===== src/rtl/microcode_sequencer_pkg.sv =====
// Shared definitions for the microcode sequencer: state encoding, address width and
// default entry points.
package microcode_sequencer_pkg;

  localparam int unsigned UcodeAddrW = 9;
  localparam int unsigned StepW      = 3;

  localparam logic [UcodeAddrW-1:0] IrqEntryDefault = 9'h0D3;
  localparam logic [7:0]            CbPrefixDefault = 8'hCB;

  localparam logic [1:0] StFetch   = 2'd0;
  localparam logic [1:0] StCbFetch = 2'd1;
  localparam logic [1:0] StExec    = 2'd2;
  localparam logic [1:0] StHalt    = 2'd3;

  localparam logic [StepW-1:0] StepMax = 3'd7;

  function automatic logic [StepW-1:0] step_inc(input logic [StepW-1:0] s);
    return (s == StepMax) ? StepMax : s + 3'd1;
  endfunction

endpackage


===== src/rtl/microcode_sequencer.sv =====
// Opcode fetch / microcode row sequencer: decodes opcode bytes (with a CB prefix page)
// into microcode ROM addresses and walks rows until the end-of-instruction flag.
module microcode_sequencer
  import microcode_sequencer_pkg::*;
#(
  parameter logic [UcodeAddrW-1:0] IRQ_ENTRY = IrqEntryDefault,
  parameter logic [7:0]            CB_PREFIX = CbPrefixDefault
) (
  input  logic                  clk,
  input  logic                  rst,
  input  logic [7:0]            instr_data,
  input  logic                  instr_valid,
  output logic                  fetch_req,
  output logic [UcodeAddrW-1:0] ucode_addr,
  input  logic [UcodeAddrW-1:0] ucode_next,
  input  logic                  ucode_end,
  input  logic                  ucode_wait,
  input  logic                  ucode_halt,
  input  logic                  mem_ack,
  input  logic                  irq,
  output logic                  irq_ack,
  output logic [StepW-1:0]      step,
  output logic                  busy
);

  logic [1:0]            state_q, state_d;
  logic [UcodeAddrW-1:0] addr_q, addr_d;
  logic [StepW-1:0]      step_q, step_d;
  logic                  ack_q, ack_d;

  always_comb begin
    state_d = state_q;
    addr_d  = addr_q;
    step_d  = step_q;
    ack_d   = 1'b0;
    case (state_q)
      StFetch: begin
        if (irq) begin
          addr_d  = IRQ_ENTRY;
          ack_d   = 1'b1;
          step_d  = '0;
          state_d = StExec;
        end else if (instr_valid) begin
          if (instr_data == CB_PREFIX) begin
            state_d = StCbFetch;
          end else begin
            addr_d  = {1'b0, instr_data};
            step_d  = '0;
            state_d = StExec;
          end
        end
      end
      StCbFetch: begin
        if (instr_valid) begin
          addr_d  = {1'b1, instr_data};
          step_d  = '0;
          state_d = StExec;
        end
      end
      StExec: begin
        // A waiting row stalls until the memory side acknowledges.
        if (!ucode_wait || mem_ack) begin
          if (ucode_end) begin
            state_d = ucode_halt ? StHalt : StFetch;
            step_d  = '0;
          end else begin
            addr_d = ucode_next;
            step_d = step_inc(step_q);
          end
        end
      end
      StHalt: begin
        if (irq) state_d = StFetch;
      end
      default: state_d = StFetch;
    endcase
  end

  always_ff @(posedge clk or posedge rst) begin
    if (rst) begin
      state_q <= StFetch;
      addr_q  <= '0;
      step_q  <= '0;
      ack_q   <= 1'b0;
    end else begin
      state_q <= state_d;
      addr_q  <= addr_d;
      step_q  <= step_d;
      ack_q   <= ack_d;
    end
  end

  // An interrupt taken this cycle suppresses the opcode request.
  assign fetch_req  = ((state_q == StFetch) && !irq) || (state_q == StCbFetch);
  assign busy       = (state_q == StCbFetch) || (state_q == StExec);
  assign ucode_addr = addr_q;
  assign step       = step_q;
  assign irq_ack    = ack_q;

endmodule


===== config.mk =====
export PLATFORM = sky130hd
export DESIGN_NAME = microcode_sequencer
export DESIGN_NICKNAME = d
export VERILOG_FILES = /design/src/rtl/microcode_sequencer_pkg.sv /design/src/rtl/microcode_sequencer.sv
export SDC_FILE = /design/constraint.sdc
export NUM_CORES = 1
export LEC_CHECK = 0
export ABC_CLOCK_PERIOD_IN_PS = 2200
export CAP_MARGIN = 20
export CORE_MARGIN = 2
export CORE_UTILIZATION = 38
export DETAILED_ROUTE_END_ITERATION = 8
export PLACE_DENSITY = 0.83
export SYNTH_ARGS = -nofsm -noshare
export SYNTH_HDL_FRONTEND = slang
export SYNTH_SLANG_ARGS = --single-unit

===== constraint.sdc =====
create_clock -name clk -period 2.2 [get_ports clk]
set_clock_uncertainty 0.15 [all_clocks]
set_input_delay 0.55 -clock clk [delete_from_list [all_inputs] [get_ports clk]]
set_output_delay 0.55 -clock clk [all_outputs]
set_load 0.05 [all_outputs]

==> flow_summary.json <==
{
  "path_max_fanout": 5,
  "initial_utilization": 0.4006,
  "synth.largest_area_cell": "dfrtp_1",
  "hold_viol_final": 0,
  "p_per_area_mw_per_mm2": 1424,
  "vdd_drop_max_v": 0.001050,
  "synth_ff_type": "dfrtp_1",
  "holdPathStages": 1,
  "cts_hold_buf": 0,
  "drt.antenna.violating_nets": 0,
  "num-fill-cells": 188,
  "r2r_cells": 7,
  "min_path_type": "flop to flop",
  "synth.avg_cell_area_um2": 10.35,
  "gp_congestion": 0.7865,
  "cp_top_family": "buffers and inverters",
  "max_stage_delay_ns": 0.45,
  "hold_slack_ns": 0.3678,
  "ys_top_cells_by_area": "dfrtp_1, mux2_2, ha_1",
  "grt.overflow.total": 0,
  "synth_cell_type_count": 30,
  "clock_latency_ns": 0.28,
  "avgViaCountPerCell": 5.155,
  "gr-usage-all-layers": 0.1816,
  "drt_wl_total_um": 2481,
  "critPathCaptureType": "flop",
  "drt_iter0_drc": 10,
  "antenna_found_initial": 0,
  "finalCritPeriodShare": 0.9833,
  "clkTransAtPathRegs_ns": 0.09,
  "yosysWarnings": 0,
  "syn_to_final_growth_pct": 59.16,
  "start_kind": "primary input",
  "ys_seq_area_frac": 0.3817,
  "fin_util": 0.6376,
  "clock.fmax_mhz": 462.3,
  "num-nets-final": 183,
  "async_flop_share": 1.000,
  "outcome": "finished, final reports clean",
  "drt_first_pass_iters": 4,
  "worst-path-buf-inv": 2,
  "numCtsBuffers": 3,
  "cts_max_level": 1,
  "ioPinCount": 40,
  "rows": 18,
  "dp.cells": 176,
  "core_area_mm2": 0.002455,
  "cts_tree": "built",
  "arrival_ns": 2.18,
  "criticalPathCategory": "primary input to flop",
  "port_buffers": 39,
  "stdcell_count": 181,
  "routedWlPerCell_um": 13.71,
  "ff2ff_setup_slack_ns": 0.06,
  "worstHoldEndpoint": "ucode_addr[6]$_DFFE_PP0P_",
  "final_max_slew_viol_count": 0,
  "relSlewSlack": 0.5986,
  "min-delay-start": "ucode_addr[6]$_DFFE_PP0P_",
  "clockBufferDepth": 2,
  "die-area_mm2": 0.003011,
  "cpMaxStageDelayCell": "clkdlybuf4s50_1",
  "drc": 0,
  "num_antenna_cells": 0,
  "grt_pass1_wl_um": 3857,
  "rsz0062_at_grt": "no",
  "setup_violations": 0,
  "syn_area_um2": 983.4,
  "die_w_um": 54.87,
  "syn-num-nets": 126,
  "syn_inst": 95,
  "clock-root-buffer": "clkbuf_4",
  "required_ns": 2.22,
  "power_leakage_nw": 0.7204,
  "dpl.hpwl_um": 1976,
  "drv_cap": 0,
  "clock-sinks": 15,
  "worstPathCellList": "clkdlybuf4s50_1 > and3b_4 > a211o_1 > nor3_4 > buf_4 > mux2_2",
  "synth_enable_flop_cells": 0,
  "die_h_um": 54.87,
  "tightest_slew_ns": 0.6014,
  "vias": 933,
  "grt_pass1_vias": 906,
  "yosysTopAreaCellShare": 0.3817,
  "period_needed_ns": 2.163,
  "drive_gt1_frac": 0.3642,
  "ys_ff_latch": 15,
  "r2r_end": "ucode_addr[5]$_DFFE_PP0P_",
  "grt_max_degree": 16,
  "r2r-start": "state_q[0]$_DFFE_PP0P_",
  "timing.setup.tns_ns": 0
}
cell type report:
cell class	count	area, um^2	share of cell area
multi-input combinational	71	595.6	0.3805
timing repair buffer	56	511.7	0.3269
sequential	15	375.4	0.2398
tap	30	37.54	0.02398
clock buffer	4	26.28	0.01679
inverter	5	18.77	0.01199
report_power, final:
part / leakage [nW] / internal [mW] / switching [mW] / total (mW)
sequential: 0.188 / 0.390 / 0.0654 / 0.455
combinational: 0.517 / 0.728 / 0.887 / 1.61
clock: 0.0150 / 0.0703 / 0.0888 / 0.159
cell usage in the layout (no fill, tap or decap), types with 2 or more instances in the layout:
cell type | synthesis | layout
clkbuf_4 | 0 | 3
inv_2 | 0 | 2
nand2b_1 | 4 | 3
inv_1 | 5 | 3
buf_4 | 0 | 27
buf_12 | 0 | 2
a21oi_1 | 8 | 8
nand2_1 | 5 | 5
clkdlybuf4s50_1 | 0 | 26
ha_1 | 6 | 4
mux2i_1 | 2 | 2
nor2b_1 | 2 | 2
dfrtp_1 | 15 | 15
a32o_1 | 3 | 3
mux2_2 | 11 | 11
nor2_1 | 9 | 9
a22oi_1 | 5 | 5
logic make-up after synthesis:
group	share of synthesized area
compound gates	0.1781
mux	0.1463
buf+inv	0.03562
simple gates	0.1819
fa+ha+maj	0.07633
flops	0.3817
synth_stat cells, types with 2 or more instances:
master    instances
mux2i_1           2
inv_1             5
nand2b_1          4
nor2b_1           2
nor2_1            9
a32o_1            3
dfrtp_1          15
a22oi_1           5
clkbuf_1          3
mux2_2           11
nand2_1           5
ha_1              6
a21oi_1           8
stage by stage:
step	power (mW)	worst slack (ns)	cell area [um^2]
3_5_place_dp	2.031	-0.2537	1510
5_1_grt	2.367	0.003496	1565
2_1_floorplan	1.484	0.01230	983.4
4_1_cts	2.239	0.03562	1558
3_3_place_gp	1.996	-0.1968	1510
6_report	2.229	0.03671	1565
registers in the layout, summed over array words and instances (netlist names):
signal,cells
irq_ack,1
ucode_addr,9
state_q,2
step,3
worst max path at each step:
stage          cells past startpoint                        end  slack (ns)                       from
2_1_floorplan                      7  ucode_addr[2]$_DFFE_PP0P_        0.01     state_q[0]$_DFFE_PP0P_
3_3_place_gp                       6  ucode_addr[5]$_DFFE_PP0P_       -0.20                    mem_ack
3_5_place_dp                       6  ucode_addr[5]$_DFFE_PP0P_       -0.25                    mem_ack
4_1_cts                            1              ucode_addr[3]        0.04  ucode_addr[3]$_DFFE_PP0P_
5_1_grt                            6                  fetch_req       0.003     state_q[1]$_DFFE_PP0P_
6_report                           6  ucode_addr[5]$_DFFE_PP0P_        0.04                    mem_ack
routing by layer:
| layer | vias up | global-route usage | share of wire |
|---|---|---|---|
| li1 | 460 | - | - |
| met4 | 0 | 0.08750 | 0.0064 |
| met1 | 438 | 0.2175 | 0.44 |
| met3 | 2 | 0.05464 | 0.074 |
| met2 | 33 | 0.2937 | 0.48 |
| met5 | - | 0 | 0 |
what timing repair did:
action / 4_1_cts / 5_1_grt
setup endpoints to repair: 3 / 7
setup buffers: 0 / 1
gates resized for setup: 7 / 0
Note: power is estimated with default switching activity, not from simulation.
